==> src/rtl/mem_arbiter_pkg.sv <==
// mem_pkg: shared constants for the main-memory arbiter slice.
//   LINE_W / ADDR_W  line and byte-address widths; LINE_W matches the
//                    main-memory data-width define.
//   S_*              arbiter FSM state encoding.
//   OWN_*            transaction owner encoding (I-cache / D-cache).
package mem_pkg;

  localparam int LINE_W = 128;
  localparam int ADDR_W = 32;

  localparam logic [1:0] S_IDLE = 2'd0;
  localparam logic [1:0] S_BUSY = 2'd1;
  localparam logic [1:0] S_DONE = 2'd2;

  localparam logic OWN_I = 1'b0;
  localparam logic OWN_D = 1'b1;

endpackage

==> src/rtl/mem_arbiter_rr_arbiter2.sv <==
// rr_arbiter2: two-way round-robin grant with an update-on-grant pointer.
//   clk, reset   clock, synchronous active-high reset
//   en           grant allowed this cycle
//   req_i/req_d  requests from the I and D sides
//   grant        a grant is issued this cycle
//   owner        granted side (OWN_I / OWN_D), valid when grant is high
//   rr           side preferred on a tie (reset: OWN_D)
module rr_arbiter2
  import mem_pkg::*;
(
  input  logic clk,
  input  logic reset,
  input  logic en,
  input  logic req_i,
  input  logic req_d,
  output logic grant,
  output logic owner,
  output logic rr
);

  always_comb begin
    grant = en & (req_i | req_d);
    if (req_i & req_d) owner = rr;
    else if (req_d)    owner = OWN_D;
    else               owner = OWN_I;
  end

  // Whether the grant came from a tie or a lone request, the pointer
  // always moves to the side that was not served.
  always_ff @(posedge clk) begin
    if (reset)      rr <= OWN_D;
    else if (grant) rr <= ~owner;
  end

endmodule

==> src/rtl/mem_arbiter.sv <==
// mem_arbiter: shares the single main-memory port between the I-cache
// line-fill path and the D-cache fill/writeback path, one full-line
// transaction at a time, and adds a fixed MEM_LAT-cycle access latency.
//
// Handshake: a requester raises req (with stable addr/we/wdata) and holds
// it until its one-cycle done pulse; it drops req in the cycle after done.
// A req still high when the FSM returns to IDLE is a new request.
//
// Ports:
//   clk, reset                 clock, synchronous active-high reset
//   i_req, i_addr              I-side line read request
//   d_req, d_we, d_addr, d_wdata  D-side line read / writeback request
//   i_done, d_done             one-cycle completion pulses
//   rdata                      registered read line, shared by both sides
//   busy                       high in BUSY and DONE
//   mem_addr/mem_wdata/mem_we  drive to main memory
//   mem_rdata                  combinational read data from main memory
//   state                      FSM state (debug)
module mem_arbiter
  import mem_pkg::*;
#(
  parameter int LINE_W  = mem_pkg::LINE_W,
  parameter int ADDR_W  = mem_pkg::ADDR_W,
  parameter int MEM_LAT = 5
) (
  input  logic              clk,
  input  logic              reset,
  input  logic              i_req,
  input  logic [ADDR_W-1:0] i_addr,
  input  logic              d_req,
  input  logic              d_we,
  input  logic [ADDR_W-1:0] d_addr,
  input  logic [LINE_W-1:0] d_wdata,
  output logic              i_done,
  output logic              d_done,
  output logic [LINE_W-1:0] rdata,
  output logic              busy,
  output logic [ADDR_W-1:0] mem_addr,
  output logic [LINE_W-1:0] mem_wdata,
  output logic              mem_we,
  input  logic [LINE_W-1:0] mem_rdata,
  output logic [1:0]        state
);

  localparam int CNT_W = $clog2(MEM_LAT + 1);
  localparam int OFF_W = $clog2(LINE_W / 8);
  localparam logic [CNT_W-1:0] CNT_LAST = CNT_W'(MEM_LAT - 1);

  logic [CNT_W-1:0]  cnt;
  logic              owner;
  logic              own_we;
  logic [ADDR_W-1:0] own_addr;
  logic [LINE_W-1:0] own_wdata;

  logic grant;
  logic gnt_owner;
  logic rr;

  rr_arbiter2 u_rr (
    .clk   (clk),
    .reset (reset),
    .en    (state == S_IDLE),
    .req_i (i_req),
    .req_d (d_req),
    .grant (grant),
    .owner (gnt_owner),
    .rr    (rr)
  );

  wire last_cycle = (state == S_BUSY) && (cnt == CNT_LAST);

  always_ff @(posedge clk) begin
    if (reset) begin
      state     <= S_IDLE;
      cnt       <= '0;
      owner     <= OWN_I;
      own_we    <= 1'b0;
      own_addr  <= '0;
      own_wdata <= '0;
      rdata     <= '0;
      i_done    <= 1'b0;
      d_done    <= 1'b0;
    end else begin
      i_done <= 1'b0;
      d_done <= 1'b0;
      case (state)
        S_IDLE: begin
          if (grant) begin
            owner <= gnt_owner;
            cnt   <= '0;
            state <= S_BUSY;
            if (gnt_owner == OWN_D) begin
              own_we    <= d_we;
              own_addr  <= d_addr;
              own_wdata <= d_wdata;
            end else begin
              // I-side fills are always reads; the write line is unused.
              own_we   <= 1'b0;
              own_addr <= i_addr;
            end
          end
        end
        S_BUSY: begin
          if (last_cycle) begin
            // Counter parks at zero so it never passes MEM_LAT-1.
            cnt <= '0;
            if (!own_we) rdata <= mem_rdata;
            i_done <= (owner == OWN_I);
            d_done <= (owner == OWN_D);
            state  <= S_DONE;
          end else begin
            cnt <= cnt + 1'b1;
          end
        end
        S_DONE:  state <= S_IDLE;
        default: state <= S_IDLE;
      endcase
    end
  end

  assign busy      = (state == S_BUSY) || (state == S_DONE);
  // Address comes straight from the latched owner address, so it holds
  // steady through DONE and IDLE.
  assign mem_addr  = {own_addr[ADDR_W-1:OFF_W], {OFF_W{1'b0}}};
  assign mem_wdata = own_wdata;
  // Gated by reset so an abort on the strobe cycle never writes memory.
  assign mem_we    = last_cycle & own_we & ~reset;

endmodule

==> config.mk <==
export PLATFORM = sky130hd
export DESIGN_NAME = mem_arbiter
export DESIGN_NICKNAME = d
export VERILOG_FILES = /design/src/rtl/mem_arbiter_pkg.sv /design/src/rtl/mem_arbiter_rr_arbiter2.sv /design/src/rtl/mem_arbiter.sv
export SDC_FILE = /design/constraint.sdc
export NUM_CORES = 1
export LEC_CHECK = 0
export BUFFER_PORTS_ARGS = -buffer_cell sky130_fd_sc_hd__buf_4
export CAP_MARGIN = 15
export CORE_AREA = 2 2 238 240
export DETAILED_ROUTE_END_ITERATION = 8
export DIE_AREA = 0 0 240 242
export MAX_ROUTING_LAYER = met4
export PLACE_DENSITY_LB_ADDON = 0.05
export SYNTH_ARGS = -nofsm -noshare
export SYNTH_HDL_FRONTEND = slang
export SYNTH_SLANG_ARGS = --single-unit
==> constraint.sdc <==
create_clock -name clk -period 2.15 [get_ports clk]
set_clock_uncertainty 0.2 [all_clocks]
set_input_delay 0 -clock clk [delete_from_list [all_inputs] [get_ports clk]]
set_output_delay 0 -clock clk [all_outputs]
set_load 0.005 [all_outputs]
== Word-level counts from Yosys, hierarchy flattened ==
Cells that the tools add are included.
Cells by class
  $add $sub $neg: 1
  equality and inequality tests: 5
  muxes and demuxes: 10
  bitwise operators: 11
  reductions and logical operators: 10
Operators with widths (number)
  two-way mux 32 bit: 1
  two-way mux 3 bit: 2
  inverter 1 bit: 6
  case mux 3 bit (2 select lines): 1
  AND reduction 2 bit: 3
  AND reduction 3 bit: 2
  bitwise AND 1 bit: 4
  two-way mux 2 bit: 2
  != test 2 bit (second input constant): 2
  case mux 2 bit (2 select lines): 1
  adder 3 x 1 -> 3 bit (second input constant): 1
  == test 3 bit (second input constant): 1
  two-way mux 1 bit: 3
  OR reduction 3 bit: 1
  == test 2 x 1 -> 1 bit (second input constant): 1
  == test 2 bit (second input constant): 1
  logical NOT 2 bit: 1
  nonzero test 2 bit: 1
  logical AND 1 bit: 1
  logical OR 1 bit: 1
  OR 1 bit: 1
Word-level totals
  register bits after elaboration: 298
  input bits: 325
  output and inout bits: 294
  word-level logic and storage cells: 47

== Longest topological paths before layout ==
Gate-level depths: netlist of run 1.
  depth in word-level cells: 4
  gate-level depth with buffers: 8
  depth with buffers taken out: 5

== Cells and area by module ==
A second synthesis of run 1 with hierarchy kept.
Unflattened totals
  cell total of the unflattened synthesis: 1301
  area, all modules: 10645.2 um2
By module, submodules not included
  mem_arbiter: times used 1, cells an instance 1294, area an instance 10583.9 um2, seq. area each 5865.6 um2
  rr_arbiter2: times used 1, cells an instance 7, area an instance 61.3 um2, seq. area each 20.0 um2

== Worst setup path before layout of run 1 ==
Ideal clock, no wire load.
  kind: reg2reg
  from: register state[0]
  to: register owner
  setup time: 128 ps
  data arrival time: 1400 ps
  required time: 1822 ps
  path slack: 422 ps
  stages on the path, launching flop included: 9
  path buffers: 3
  period minus slack after synthesis: 1728 ps
  cell sequence: dfxtp_1 -> inv_1 -> ha_1 -> and2_1 -> buf_2 -> buf_4 -> buf_4 -> a22oi_1 -> nor2_1
On the way
  cells in the longest elaborated chain, start to end: 3
RTL lines
  start: declaration: line mem_arbiter.sv:42  | output logic [1:0] state
  start signal: assignment: line mem_arbiter.sv:74  | state <= S_IDLE;
  start signal: assignment: line mem_arbiter.sv:91  | state <= S_BUSY;
  start signal: assignment: line mem_arbiter.sv:110  | state <= S_DONE;
  logical NOT 2 bit *: line mem_arbiter.sv:62, mem_arbiter.sv:86
  bitwise AND 1 bit: line mem_arbiter_rr_arbiter2.sv:22  | grant = en & (req_i | req_d);
  AND reduction 2 bit (no line) *
  end signal: assignment: line mem_arbiter.sv:89  | owner <= gnt_owner;
  end: declaration: line mem_arbiter.sv:50  | logic owner;
Mark *: on every way between the ends. The rest lies on a longest branch, timed or not.
A chain may end at the register's enable or synchronous reset.

== Worst setup path in the final report of run 1 ==
  from: register state[1]
  to: output port mem_we
On the way
  cells in the longest elaborated chain, start to end: 4
RTL lines
  == test 2 x 1 -> 1 bit: line mem_arbiter.sv:70  | wire last_cycle = (state == S_BUSY) && (cnt == CNT_LAST);
  logical AND 1 bit: line mem_arbiter.sv:70
  bitwise AND 1 bit (2 in a row): line mem_arbiter.sv:127  | assign mem_we = last_cycle & own_we & ~reset;
  end: declaration: line mem_arbiter.sv:40  | output logic mem_we,
No other way between the ends.

==> results of run 1 <==
## cells by family after synthesis
logic type / after synthesis
simple gates: 438
buf+inv: 142
fa+ha+maj: 4
flops: 294
compound gates: 455
other cells: 1
## sequential cells by signal, summed over array words and instances (netlist names), 2 cells and up
name and flops:
rdata 128, own_addr 28, cnt 3, state 2, mem_wdata 128
## metrics by stage
stage	total power, mW	instances	area [um2]
floorplan	6.661	1337	10950
global placement	7.879	2617	16520
detailed placement	7.893	2617	16520
CTS	14.84	3002	20910
global route	15.26	3009	20930
finish	14.54	3009	20930
## layout by cell type (no fill, tap or decap), types with 2 or more instances in the layout
master	n
a21oi_1	287
o21ai_1	3
clkbuf_8	7
nand3_1	159
clkbuf_16	41
dlygate4sd3_1	316
buf_12	25
a32oi_1	29
nand2_1	257
o21ai_0	129
conb_1	4
diode_2	7
nor3_1	2
clkbuf_1	13
buf_4	636
and2_1	3
clkinv_2	6
dfxtp_1	294
a31oi_1	2
ha_1	3
nand4b_1	2
inv_1	4
nor2_1	6
## repair_timing
item	in CTS	in global routing
hold buffers	316	0
resized for setup	1	1
setup endpoints to repair	1	1
endpoints found under the hold margin	294	0
## power by group
part | internal, mW | switching, mW | total (mW)
logic | 1.37 | 1.07 | 2.44
registers | 5.69 | 0.124 | 5.81
clock network | 3.73 | 2.55 | 6.29
total | 10.8 | 3.74 | 14.5
## worst max-delay path, delay by kind of cell (launching register included)
kind,cells,cell delay (ps)
adder cells (fa/ha/maj),1,190
buffers and inverters,3,380
flip-flops,1,350
AND/OR/NAND/NOR,3,350
## cell type report
| class | instances | area [um2] |
|---|---|---|
| multi-input cells | 901 | 4398 |
| clock buffers | 61 | 1171 |
| diodes | 7 | 17.52 |
| repair buffers | 978 | 8453 |
| flip-flops and latches | 294 | 5886 |
| well taps | 756 | 945.9 |
| inverters | 4 | 15.01 |
| clock inverters | 8 | 46.29 |
| fillers | 5915 | 34800 |
## how the worst max path moves through the flow
| stage | depth (start not counted) | slack, ps | end | startpoint |
|---|---|---|---|---|
| after floorplan | 8 | 420 | owner$_SDFFE_PP0P_ | state[0]$_SDFFE_PP0P_ |
| after global placement | 6 | 250 | mem_wdata[103]$_SDFFE_PP0P_ | state[1]$_SDFFE_PP0P_ |
| after detailed placement | 6 | 220 | mem_wdata[52]$_SDFFE_PP0P_ | state[1]$_SDFFE_PP0P_ |
| after CTS | 7 | 60 | mem_we | state[1]$_SDFFE_PP0P_ |
| after global routing | 6 | 3 | mem_wdata[107]$_SDFFE_PP0P_ | state[1]$_SDFFE_PP0P_ |
| final | 7 | 150 | mem_we | state[1]$_SDFFE_PP0P_ |
## per-layer routing
metal | up-vias | share of wire
li1 | 6382 | -
met1 | 6048 | 0.41
met2 | 369 | 0.50
met3 | 72 | 0.066
met4 | 0 | 0.026
met5 | - | 0
==> flow_metrics.env, run 1 <==
export IMPL_synthAdderAreaFrac=0.004576
export IMPL_overflow=0
export IMPL_wirelength_mm=53.76
export IMPL_synthTopCellsByArea="dfxtp_1 (54%), a21oi_1 (13%), nand2_1 (8.9%)"
export IMPL_post_route_util=0.3756
export IMPL_initial_core_util=0.1963
export IMPL_finalSetupTns_ps=0
export IMPL_place_hpwl_mm=37.97
export IMPL_max_cap_viol_count=0
export IMPL_yosysSeqAreaShare=0.5381
export IMPL_synth_compound_area_frac=0.2195
export IMPL_regToRegEndpoint="mem_wdata[52]$_SDFFE_PP0P_"
export IMPL_portBuffers=606
export IMPL_crit_slowest_cell="dfxtp_1"
export IMPL_p_per_area_nw_per_um2=694.7
export IMPL_worstPathRequired_ps=1950
export IMPL_fin_hold_ws_ps=55.48
export IMPL_syn_to_final_growth_pct=91.38
export IMPL_rr_startpoint="state[1]$_SDFFE_PP0P_"
export IMPL_grt_use_met1=0.2105
export IMPL_vias=12870
export IMPL_irDropWorstVdd_v=0.0004192
export IMPL_crit_path_cell_trace="inv_1 -> ha_4 -> buf_4 -> nand3_1 -> nor2_1 -> and2_1 -> buf_4"
export IMPL_clock_path_buffers=3
export IMPL_netlist_top_cell_by_area="dfxtp_1"
export IMPL_grt_start_max_net_pins=69
export IMPL_netlist_instances=1334
export IMPL_core_area_um2=55730
export IMPL_max_freq_mhz=500.2
export IMPL_synth_async_reset_ratio=0
export IMPL_final_period_utilization=0.9298
export IMPL_ys_seq_elements=294
export IMPL_drt_pre_antenna_iters=4
export IMPL_synth_most_common_cell="dfxtp_1"
export IMPL_synth_top_family_by_area="compound AO/OA/AOI/OAI gates"
export IMPL_setup_viol=0
export IMPL_drive_gt1_frac=0.3237
export IMPL_globalplace_congestion=0.7776
export IMPL_worstPathMaxFanout=6
export IMPL_relSlewSlack=0.5946
export IMPL_cts_max_level=2
export IMPL_hold_path_startpoint="mem_rdata[1]"
export IMPL_die_width_um=240
export IMPL_synthSimpleGateAreaFrac=0.1730
export IMPL_grt_pass1_wl_mm=80.70
export IMPL_dp_slack_ps=219.8
export IMPL_cp_start_kind="flop"
export IMPL_antenna_found_initial=7
export IMPL_die_h_um=242
export IMPL_synth_edf_count=0
export IMPL_cts_sinks=294
export IMPL_cp_arrival_ps=1800
export IMPL_met3_usage=0.04877
export IMPL_maxSlewViolCount=0
export IMPL_via_per_inst=4.278
export IMPL_drc=0
export IMPL_grt_use_met2=0.3147
export IMPL_yosys_warnings=0
export IMPL_clk_pin_slew_ps=50
export IMPL_ys_flop_type="dfxtp_1"
export IMPL_layout_nets=2548
export IMPL_r2r_cells=6
export IMPL_endpoint_kind="output port"
export IMPL_synth_area_mux_share=0
export IMPL_cts_setup_buffers=0
export IMPL_period_needed_ps=1999
export IMPL_tritoncts="built"
export IMPL_hp_class="primary input to flop"
export IMPL_total_leakage_power_nw=8.679
export IMPL_synth_area_um2=10940
export IMPL_synth_commonest_cells="dfxtp_1 (294), a21oi_1 (287), nand2_1 (258), nand3_1 (159), o21ai_0 (130)"
export IMPL_die_area_um2=58080
export IMPL_ios=619
export IMPL_num_rows=87
export IMPL_clkLatencyLatePin_ps=540
export IMPL_hold_path_depth=4
export IMPL_rrSetupSlack_ps=170
export IMPL_rsz0062_at_grt="false"
export IMPL_top_usage_layer="met2"
export IMPL_path_class="flop to output port"
export IMPL_worst_slew_pin_slew_ps=608.1
export IMPL_cpMostUsedCell="buf_4"
export IMPL_syn_area_per_cell_um2=8.199
export IMPL_yosysUniqueCellTypes=31
export IMPL_hold_path_endpoint="rdata[1]$_SDFFE_PP0P_"
export IMPL_grt_pass1_vias=13060
export IMPL_synth_top_cell_area_share=0.5381
export IMPL_fin_ws_ps=150.8
export IMPL_status="complete, no violations"
export IMPL_drtIter0Drc=423
export IMPL_final_hold_viol_count=0
export IMPL_ant_nets=0
export IMPL_track_usage=0.1840
export IMPL_detail_route_wl_per_cell_um=17.87
export IMPL_cts_buffers=40
export IMPL_slowest_delay_ps=350
export IMPL_synthXorXnorAreaFrac=0
export IMPL_cts_root_buf="clkbuf_16"
(Power assumes the default switching activity.)
==> run 2, diff against run 1 <==
--- a/config.mk
+++ b/config.mk
@@ -10,6 +10,7 @@
 export CORE_AREA = 2 2 238 240
 export DETAILED_ROUTE_END_ITERATION = 8
 export DIE_AREA = 0 0 240 242
+export GPL_TIMING_DRIVEN = 0
 export MAX_ROUTING_LAYER = met4
 export PLACE_DENSITY_LB_ADDON = 0.05
 export SYNTH_ARGS = -nofsm -noshare
==> run 2 against run 1 <==
- maximum frequency fell by 0.11%
- core utilization fell by 0.11 points
- global-route usage rose by 1.2 points
- first-iteration DRC count rose by 12%
- clock power barely moved
- critical endpoint unchanged
==> flow_metrics.env, run 2 (synthesized netlist as in run 1, its figures left out) <==
export IMPL_nFillCells=6007
export IMPL_cts_sinks=294
export IMPL_portBuffers=605
export IMPL_finalPower_mw=14.56
export IMPL_regToRegEndpoint="mem_wdata[18]$_SDFFE_PP0P_"
export IMPL_setup_viol=0
export IMPL_drc=0
export IMPL_die_h_um=242
export IMPL_via_per_inst=4.327
export IMPL_maxSlewViolCount=0
export IMPL_overflow=0
export IMPL_track_usage=0.1961
export IMPL_rsz0062_at_grt="true"
export IMPL_cts_setup_buffers=0
export IMPL_initial_core_util=0.1963
export IMPL_antenna_found_initial=4
export IMPL_final_area_um2=20870
export IMPL_cp_endpoint="mem_we"
export IMPL_worstPathMaxFanout=10
export IMPL_globalplace_congestion=0.7837
export IMPL_ios=619
export IMPL_max_freq_mhz=499.7
export IMPL_rr_startpoint="state[1]$_SDFFE_PP0P_"
export IMPL_worstPathRequired_ps=1950
export IMPL_rrSetupSlack_ps=160
export IMPL_drtIter0Drc=474
export IMPL_cp_startpoint="state[1]$_SDFFE_PP0P_"
export IMPL_hp_class="primary input to flop"
export IMPL_r2r_cells=7
export IMPL_grt_start_max_net_pins=12
export IMPL_p_per_area_nw_per_um2=697.6
export IMPL_clock_path_buffers=3
export IMPL_cp_start_kind="flop"
export IMPL_worst_slew_pin_slew_ps=891.5
export IMPL_fin_hold_ws_ps=53.16
export IMPL_irDropWorstVdd_v=0.0004366
export IMPL_place_hpwl_mm=42.97
export IMPL_cts_buffers=38
export IMPL_vias=13360
export IMPL_ant_nets=0
export IMPL_die_area_um2=58080
export IMPL_num_rows=87
export IMPL_relSlewSlack=0.4057
export IMPL_cp_arrival_ps=1800
export IMPL_cts_root_buf="clkbuf_16"
export IMPL_tritoncts="built"
export IMPL_clk_pin_slew_ps=50
export IMPL_layout_common_cells="buf_4 (632), dlygate4sd3_1 (316), dfxtp_1 (293)"
export IMPL_post_dp_cell_area_um2=16440
export IMPL_endpoint_kind="output port"
export IMPL_drive_gt1_frac=0.3203
export IMPL_status="complete, no violations"
export IMPL_period_needed_ps=2001
export IMPL_grt_pass1_wl_mm=84.70
export IMPL_layout_nets=2627
export IMPL_drt_pre_antenna_iters=5
export IMPL_total_leakage_power_nw=8.687
export IMPL_final_period_utilization=0.9309
export IMPL_detail_route_wl_per_cell_um=18.54
export IMPL_wirelength_mm=57.24
export IMPL_final_hold_viol_count=0
export IMPL_core_area_um2=55730
export IMPL_die_width_um=240
export IMPL_max_cap_viol_count=0
export IMPL_clkLatencyLatePin_ps=550
export IMPL_syn_to_final_growth_pct=90.83
export IMPL_final_common_cell="buf_4"
export IMPL_cts_max_level=2
export IMPL_grt_pass1_vias=13510
export IMPL_path_class="flop to output port"
-- run 2: cell count changes in the layout (fill, tap and decap cells not counted), moves of 3 or more --
cell	change
buf_6	+3
buf_4	-4
buf_12	-25
clkbuf_1	+57
clkbuf_4	+6
clkbuf_2	+11
buf_2	+36
clkinv_2	-4
-- run 2: how the worst min path moves through the flow --
stage	startpoint	endpoint	slack, ps	cells past startpoint
6_report	mem_rdata[77]	rdata[77]$_SDFFE_PP0P_	50	4
5_1_grt	mem_rdata[68]	rdata[68]$_SDFFE_PP0P_	40	4
4_1_cts	mem_rdata[66]	rdata[66]$_SDFFE_PP0P_	6	4
3_5_place_dp	mem_rdata[119]	rdata[119]$_SDFFE_PP0P_	60	3
3_3_place_gp	mem_rdata[106]	rdata[106]$_SDFFE_PP0P_	50	3
2_1_floorplan	mem_rdata[0]	rdata[0]$_SDFFE_PP0P_	-60	2
-- run 2: worst max-delay path: stages, from the launching register on --
cell and delay (ps):
dfxtp_2 340, inv_1 60, ha_1 160, buf_2 170, nand3_1 130, nor2_1 50, and2_1 200, buf_4 140
-- run 2: timing repair --
item	in CTS	in global routing
endpoints found under the setup margin	100	172
hold buffers	316	0
endpoints found under the hold margin	291	0
gates resized for setup	10	9
-- run 2: through the flow --
stage	TNS [ps]	worst slack [ps]	instances	utilization
floorplan	0	422.1	1337	-
global placement	-13550	-173.8	2698	0.2949
detailed placement	-13530	-177.2	2698	0.2949
CTS	0	29.76	3082	0.3739
global route	-7.079	-7.079	3086	0.3745
finish	0	148.6	3087	0.3745
-- run 2: power by group --
part	total, mW	leakage, nW	switching [mW]	internal [mW]
Sequential	5.82	2.39	0.126	5.69
Combinational	2.43	5.70	1.10	1.33
Clock	6.32	0.596	2.52	3.79
Total	14.6	8.69	3.75	10.8
-- run 2: cell type report --
class                   instances  area, um2  area share
diodes                          5      12.51   0.0005994
plain buffers                 138      723.2     0.03465
clock buffers                  65       1206     0.05779
clock inverters                 3      17.52   0.0008392
inverters                       4      15.01   0.0007193
multi-input cells             901       4360      0.2089
flip-flops and latches        294       5887      0.2820
well taps                     756      945.9     0.04532
repair buffers                921       7705      0.3691
-- run 2: metal layers --
metal,up-vias,share of wire,global-route usage
met3,74,0.066,0.04934
met1,6300,0.41,0.2292
li1,6568,-,-
met4,0,0.023,0.05060
met5,-,0,-
met2,415,0.50,0.3333
